[src/rtl/apb3_cmd_master.sv]
// APB3 initiator: turns a valid/ready command stream into SETUP/ACCESS transfers
// and returns read data / error status on a valid/ready response stream.
module apb3_cmd_master #(
  parameter int ADDR_WIDTH     = 32,
  parameter int DATA_WIDTH     = 32,
  parameter int TIMEOUT_CYCLES = 256
) (
  input  logic                  PCLK,
  input  logic                  PRESETN,
  input  logic                  cmd_valid,
  output logic                  cmd_ready,
  input  logic                  cmd_write,
  input  logic [ADDR_WIDTH-1:0] cmd_addr,
  input  logic [DATA_WIDTH-1:0] cmd_wdata,
  output logic                  rsp_valid,
  input  logic                  rsp_ready,
  output logic [DATA_WIDTH-1:0] rsp_rdata,
  output logic                  rsp_err,
  output logic                  rsp_timeout,
  output logic                  PSEL,
  output logic                  PENABLE,
  output logic                  PWRITE,
  output logic [ADDR_WIDTH-1:0] PADDR,
  output logic [DATA_WIDTH-1:0] PWDATA,
  input  logic [DATA_WIDTH-1:0] PRDATA,
  input  logic                  PREADY,
  input  logic                  PSLVERR
);

  typedef enum logic [1:0] {IDLE, SETUP, ACCESS, RESP} state_t;

  localparam bit          TO_EN   = (TIMEOUT_CYCLES != 0);
  localparam logic [15:0] TO_LAST = 16'(TIMEOUT_CYCLES - 1);

  state_t      state;
  logic [15:0] wait_cnt;

  always_ff @(posedge PCLK or negedge PRESETN) begin
    if (!PRESETN) begin
      state       <= IDLE;
      wait_cnt    <= '0;
      cmd_ready   <= 1'b0;
      rsp_valid   <= 1'b0;
      rsp_rdata   <= '0;
      rsp_err     <= 1'b0;
      rsp_timeout <= 1'b0;
      PSEL        <= 1'b0;
      PENABLE     <= 1'b0;
      PWRITE      <= 1'b0;
      PADDR       <= '0;
      PWDATA      <= '0;
    end else begin
      case (state)
        IDLE: begin
          // cmd_ready comes up one edge after reset release, so the first
          // IDLE cycle out of reset never accepts.
          if (!cmd_ready) begin
            cmd_ready <= 1'b1;
          end else if (cmd_valid) begin
            cmd_ready <= 1'b0;
            PWRITE    <= cmd_write;
            PADDR     <= cmd_addr;
            PWDATA    <= cmd_wdata;
            PSEL      <= 1'b1;
            wait_cnt  <= '0;
            state     <= SETUP;
          end
        end
        SETUP: begin
          PENABLE <= 1'b1;
          state   <= ACCESS;
        end
        ACCESS: begin
          if (PREADY) begin
            rsp_rdata   <= PWRITE ? '0 : PRDATA;
            rsp_err     <= PSLVERR;
            rsp_timeout <= 1'b0;
            PSEL        <= 1'b0;
            PENABLE     <= 1'b0;
            rsp_valid   <= 1'b1;
            state       <= RESP;
          end else if (TO_EN && wait_cnt == TO_LAST) begin
            rsp_rdata   <= '0;
            rsp_err     <= 1'b1;
            rsp_timeout <= 1'b1;
            PSEL        <= 1'b0;
            PENABLE     <= 1'b0;
            rsp_valid   <= 1'b1;
            state       <= RESP;
          end else if (wait_cnt != 16'hFFFF) begin
            wait_cnt <= wait_cnt + 16'd1;
          end
        end
        RESP: begin
          if (rsp_ready) begin
            rsp_valid <= 1'b0;
            cmd_ready <= 1'b1;
            state     <= IDLE;
          end
        end
        default: state <= IDLE;
      endcase
    end
  end

endmodule

[config.mk]
export PLATFORM = sky130hd
export DESIGN_NAME = apb3_cmd_master
export DESIGN_NICKNAME = d
export VERILOG_FILES = /design/src/rtl/apb3_cmd_master.sv
export SDC_FILE = /design/constraint.sdc
export NUM_CORES = 1
export LEC_CHECK = 0
export BUFFER_PORTS_ARGS = -buffer_cell sky130_fd_sc_hd__buf_2
export CORE_UTILIZATION = 43
export CTS_CLUSTER_DIAMETER = 150
export DETAILED_ROUTE_END_ITERATION = 10
export PLACE_DENSITY = 0.76
export SKIP_CTS_REPAIR_TIMING = 1
export SYNTH_ARGS = -nofsm -noshare
export SYNTH_HDL_FRONTEND = slang
export SYNTH_SLANG_ARGS = --single-unit
[constraint.sdc]
create_clock -name PCLK -period 2.25 [get_ports PCLK]
set_clock_uncertainty 0.15 [all_clocks]
set_input_delay 0.675 -clock PCLK [delete_from_list [all_inputs] [get_ports PCLK]]
set_output_delay 0.675 -clock PCLK [all_outputs]
set_load 0.05 [all_outputs]
# Yosys cells after proc, flatten, opt, wreduce, memory -nomap -nowiden
# Cells that the tools add are included.
[classes] addsub=1 eq_ne=12 mux=31 reduce_logical=14
[ops] cell="32-bit 2-to-1 mux" count=3
[ops] cell="16-bit 2-to-1 mux" count=5
[ops] cell="16-bit case mux with 2 select lines" count=1
[ops] cell="16-bit by 1-bit adder with 16-bit output, second input constant" count=1
[ops] cell="16-bit by 8-bit equality test with 1-bit output, second input constant" count=1
[ops] cell="16-bit != test, second input constant" count=1
[ops] cell="1-bit 2-to-1 mux" count=12
[ops] cell="2-bit != test, second input constant" count=6
[ops] cell="2-bit 2-to-1 mux" count=5
[ops] cell="2-bit nonzero test" count=5
[ops] cell="1-bit case mux with 2 select lines" count=4
[ops] cell="2-bit case mux with 4 select lines" count=1
[ops] cell="4-bit AND reduction" count=2
[ops] cell="2-bit AND reduction" count=3
[ops] cell="3-bit AND reduction" count=2
[ops] cell="6-bit AND reduction" count=1
[ops] cell="2-bit equality test, second input constant" count=2
[ops] cell="3-bit != test, second input constant" count=1
[ops] cell="2-bit by 1-bit equality test with 1-bit output, second input constant" count=1
[ops] cell="2-bit zero test" count=1
[totals] reg_bits=121 inputBits=103 output_inout_bits=103 wordCells=70

# Longest topological paths before layout
[depth] ltp_word=5 depth_mapped=8 mapped_depth_nobuf=7

# Worst setup path after synthesis
# OpenSTA, ideal clock, no wires.
[synth_timing] kind="flip-flop to flip-flop" from="register cmd_ready" to="register PWDATA[10]" setup_ns=0.125 arrival_ns=1.878 t_required_ns=1.975 slack_ns=0.097 stages_incl_launch_ff=5 n_path_buf=2 synth_period_minus_slack_ns=2.153 path_cell_list="dfrtp_1 > nand3_1 > clkbuf_1 > clkbuf_1 > mux2_2"
[synth_via] elab_chain_cells=1
[synth_lines] item="start, declared" line="11" source="output logic cmd_ready,"
[synth_lines] item="start signal, assigned" line="42" source="cmd_ready <= 1'b0;"
[synth_lines] item="start signal, assigned" line="58" source="cmd_ready <= 1'b1;"
[synth_lines] item="start signal, assigned" line="60" source="cmd_ready <= 1'b0;"
[synth_lines] item="3-bit AND reduction (no line)"
[synth_lines] item="end signal, assigned" line="63" source="PWDATA <= cmd_wdata;"
[synth_lines] item="end, declared" line="24" source="output logic [DATA_WIDTH-1:0] PWDATA,"
# Every way passes these cells.
# A chain may end at the register's enable or synchronous reset.

# Worst setup path after layout
[layout_timing] from="register wait_cnt[0]" to="register wait_cnt[9]"
[layout_via] elab_chain_cells=5 elab_cells_between_ends=10 cone_classes="1 x add/sub; 4 x eq/ne; 4 x mux; 1 x reduce/logical"
[layout_lines] item="start, declared" line="36" source="logic [15:0] wait_cnt;"
[layout_lines] item="start signal, assigned" line="91" source="wait_cnt <= wait_cnt + 16'd1;"
[layout_lines] item="16-bit by 1-bit adder with 16-bit output" line="91"
[layout_lines] item="16-bit 2-to-1 mux" line="90" source="end else if (wait_cnt != 16'hFFFF) begin"
[layout_lines] item="16-bit 2-to-1 mux" line="82" source="end else if (TO_EN && wait_cnt == TO_LAST) begin"
[layout_lines] item="16-bit 2-to-1 mux" line="74" source="if (PREADY) begin"
[layout_lines] item="16-bit case mux with 2 select lines" line="53" source="case (state)"
# Parallel ways exist; a longest one is shown, timed or not. The select of a mux whose other input is x is not followed.

==> reports/metrics.csv <==
stage,metric,value,unit
synth,synth.area.top_cells,"dfrtp_1, mux2_2, a22o_1",
pwr,power.total,12.0,mW
placed_design,gp_congestion,0.880,
timing,rsz0062_at_grt,true,
grt,grt_max_degree,54,
floorplanning,start_util,44.7,%
pwr,internal-power,6.30,mW
clock_tree,tritoncts,yes,
pwr,power.static_leakage,3.40,nW
grt,grt_first_pass_wirelength,18100,µm
final_layout,final_util,62.1,%
pwr,switchingPower,5.72,mW
pwr,ir_drop,1.28,mV
setup_path,reg2reg_depth,6,
setup_path,cp_max_fo,9,
synth,yosysSeqAreaShare,61.7,%
route,totalWireLength,12000,µm
grt,gr-total-overflow,0,
setup_path,r2r-start,wait_cnt[0],
timing,slew-limit-headroom,71.9,%
clock_tree,clock-sinks,121,
synth,ys_seq_elements,121,
timing,worst_pin_slew,0.419,ns
clock_tree,clockRootBuffer,clkbuf_16,
timing,min_period_over_period,96.1,%
final_layout,multi_input_area,1790,µm²
route,vias,3848,
floorplanning,fp.dieArea,11800,µm²
route,drtPass1Iterations,4,
synth,synth_flop_cell,dfrtp_1,
synth,yosysWarnings,0,
grt,grt_use_total,20.4,%
grt,grt_antenna_before_repair,0,
route,drc,0,
final_layout,fillers,856,
final_layout,antenna_cells,0,
run_status,outcome,"complete, no violations",
pwr,comb_power_share,50.4,%
pwr,p_per_area,1760,nW/µm²
synth,syn_area,4900,µm²
pwr,switching_share,47.6,%
clock_tree,clk_latency,0.41,ns
final_layout,layout.nets,694,
route,antenna_left,0,
setup_path,critPathKind,flip-flop to flip-flop,
synth,async_flop_share,100,%
clock_tree,h-tree-depth,4,
floorplanning,core_area,11000,µm²
synth,yosysTopAreaCell,dfrtp_1,
synth,synth.top_cell.area_share,61.7,%
timing,fin_crit,2.16,ns
setup_path,r2r_end,wait_cnt[9],
floorplanning,io_pins,206,
hold_path,hold_class,primary input to asynchronous set/reset pin,
final_layout,layout-drive-gt1-share,55.9,%
setup_path,cp-start-kind,flip-flop,
timing,hold_violations,0,
setup_path,cp-end-kind,flip-flop,
setup_path,cp.arrival,2.33,ns
timing,max_freq,462,MHz
synth,synthDistinctLibCells,45,
floorplanning,die_x,109,µm
route,vias_per_cell,5.21,
final_layout,seq_area,3030,µm²
timing,setup_violations,0,
placed_design,dp_hpwl,8720,µm
clock_tree,clk_path_buf_depth,2,
floorplanning,row_count,38,
final_layout,areaGrowthSynthToFinish,39.1,%
placed_design,port_buffers,205,
synth,synth-edff-count,0,
clock_tree,path_clk_slew,0.05,ns
timing,drv_slew,0,
route,first_iter_violations,162,
synth,synth_area_per_cell,13.6,µm²
pwr,pwr-share-clk,20.2,%
synth,synth_cells,360,
floorplanning,die_y,109,µm
job,max_cap_viol_count,0,
route,wire_per_inst,16.2,µm
synth,synth_nets,468,
pwr,power_frac_seq,29.3,%
clock_tree,cts_buffers,17,
setup_path,required,2.42,ns
placed_design,post-place-ws,-0.0833,ns
setup_path,rrSetupSlack,0.09,ns
grt,grt_pass1_vias,3799,
timing,setup_slack,0.0877,ns
[stage by stage]
stage | area (µm²) | setup TNS (ns) | hold slack [ns] | std cells
CTS | 6810 | -0.231 | 0.0103 | 739
detailed placement | 6260 | -0.240 | 0.323 | 707
floorplan | 4900 | 0 | 0.229 | 360
global route | 6820 | -0.224 | 0.0224 | 739
finish | 6820 | 0 | 0.0149 | 739
global placement | 6260 | 0 | 0.309 | 707
[kinds of logic (layout without fill, tap and decap cells)]
| logic type | Yosys count | count (layout) | synth area share (%) |
|---|---|---|---|
| compound gates | 87 | 87 | 13.3 |
| buf+inv | 26 | 265 | 2.30 |
| mux | 65 | 65 | 14.9 |
| simple gates | 56 | 56 | 6.51 |
| flops | 121 | 121 | 61.7 |
| fa+ha+maj | 5 | 5 | 1.28 |
[how the worst max path moves through the flow]
stage | end | slack, ns | depth (start not counted) | start
CTS | wait_cnt[7] | -0.06 | 6 | wait_cnt[0]
floorplan | PWDATA[10] | 0.1 | 4 | cmd_ready
global placement | wait_cnt[9] | 0.04 | 6 | wait_cnt[0]
finish | wait_cnt[9] | 0.09 | 6 | wait_cnt[0]
global route | wait_cnt[3] | -0.04 | 6 | wait_cnt[0]
detailed placement | wait_cnt[7] | -0.08 | 6 | wait_cnt[0]
[cell usage in the layout (no fill, tap or decap), drive strengths merged]
cell | netlist | routed
or4 | 5 | 5
and4 | 1 | 1
mux2 | 65 | 65
o21bai | 1 | 1
nand3 | 9 | 9
and2 | 5 | 5
nand2 | 14 | 14
o211ai | 2 | 2
o41ai | 2 | 2
nor2 | 6 | 6
clkbuf | 10 | 21
buf | 10 | 227
o211a | 2 | 2
o31ai | 16 | 16
nor3 | 1 | 1
clkinvlp | 0 | 6
nand4 | 2 | 2
o21ai | 16 | 16
a31oi | 3 | 3
o21a | 1 | 1
a21oi | 6 | 6
or2 | 1 | 1
inv | 6 | 6
a21bo | 1 | 1
dfrtp | 121 | 121
nand2b | 4 | 4
ha | 5 | 5
a22o | 32 | 32
nor2b | 1 | 1
a41oi | 1 | 1
clkinv | 0 | 5
o32a | 1 | 1
or3 | 2 | 2
and3 | 2 | 2
nor4 | 2 | 2
o311ai | 2 | 2
a21o | 1 | 1
or4b | 1 | 1
[power by group through the flow]
stage	clock network, mW	registers [mW]	logic, mW
5_1_grt	2.59	3.63	6.37
2_1_floorplan	0	6.52	1.48
3_5_place_dp	0	3.55	6.08
3_3_place_gp	0	3.49	5.99
4_1_cts	2.49	3.53	6.10
6_report	2.43	3.52	6.06
[synth_stat cells (all sizes together), types with 3 or more instances]
cell and instances:
or4 5, inv 6, ha 5, a31oi 3, nand3 9, o21ai 16
a22o 32, a21oi 6, nand2 14, clkbuf 10, nor2 6, buf 10
dfrtp 121, mux2 65, nand2b 4, o31ai 16, and2 5
[sequential cells by signal, summed over array words and instances, names as in the netlist]
register and count:
rsp_rdata 32, wait_cnt 16, rsp_valid 1, PENABLE 1
PWRITE 1, cmd_ready 1, rsp_timeout 1, state 2
PADDR 32, rsp_err 1, PWDATA 32, PSEL 1
[worst max-delay path, cell delays in order, from the launching register on]
cell	delay [ns]
dfrtp_1	0.40
ha_1	0.22
and4_1	0.24
and2_1	0.16
o211a_1	0.21
or3_4	0.47
o31ai_1	0.24
[final cells by class]
cell class	instances	area share [%]
clock buffers	21	6.90
clock inverters	11	1.08
inverters	6	0.330
multi-input cells	213	26.3
flip-flops and latches	121	44.4
well taps	140	2.57
repair buffers	227	18.4
[routing by layer]
metal	track usage, %	routed length, µm	up-vias
met1	23.7	4980	1859
li1	-	-	1790
met2	34.6	5870	180
met4	9.27	216	0
met3	6.40	924	19
met5	0	0	-
(Power assumes the default switching activity.)
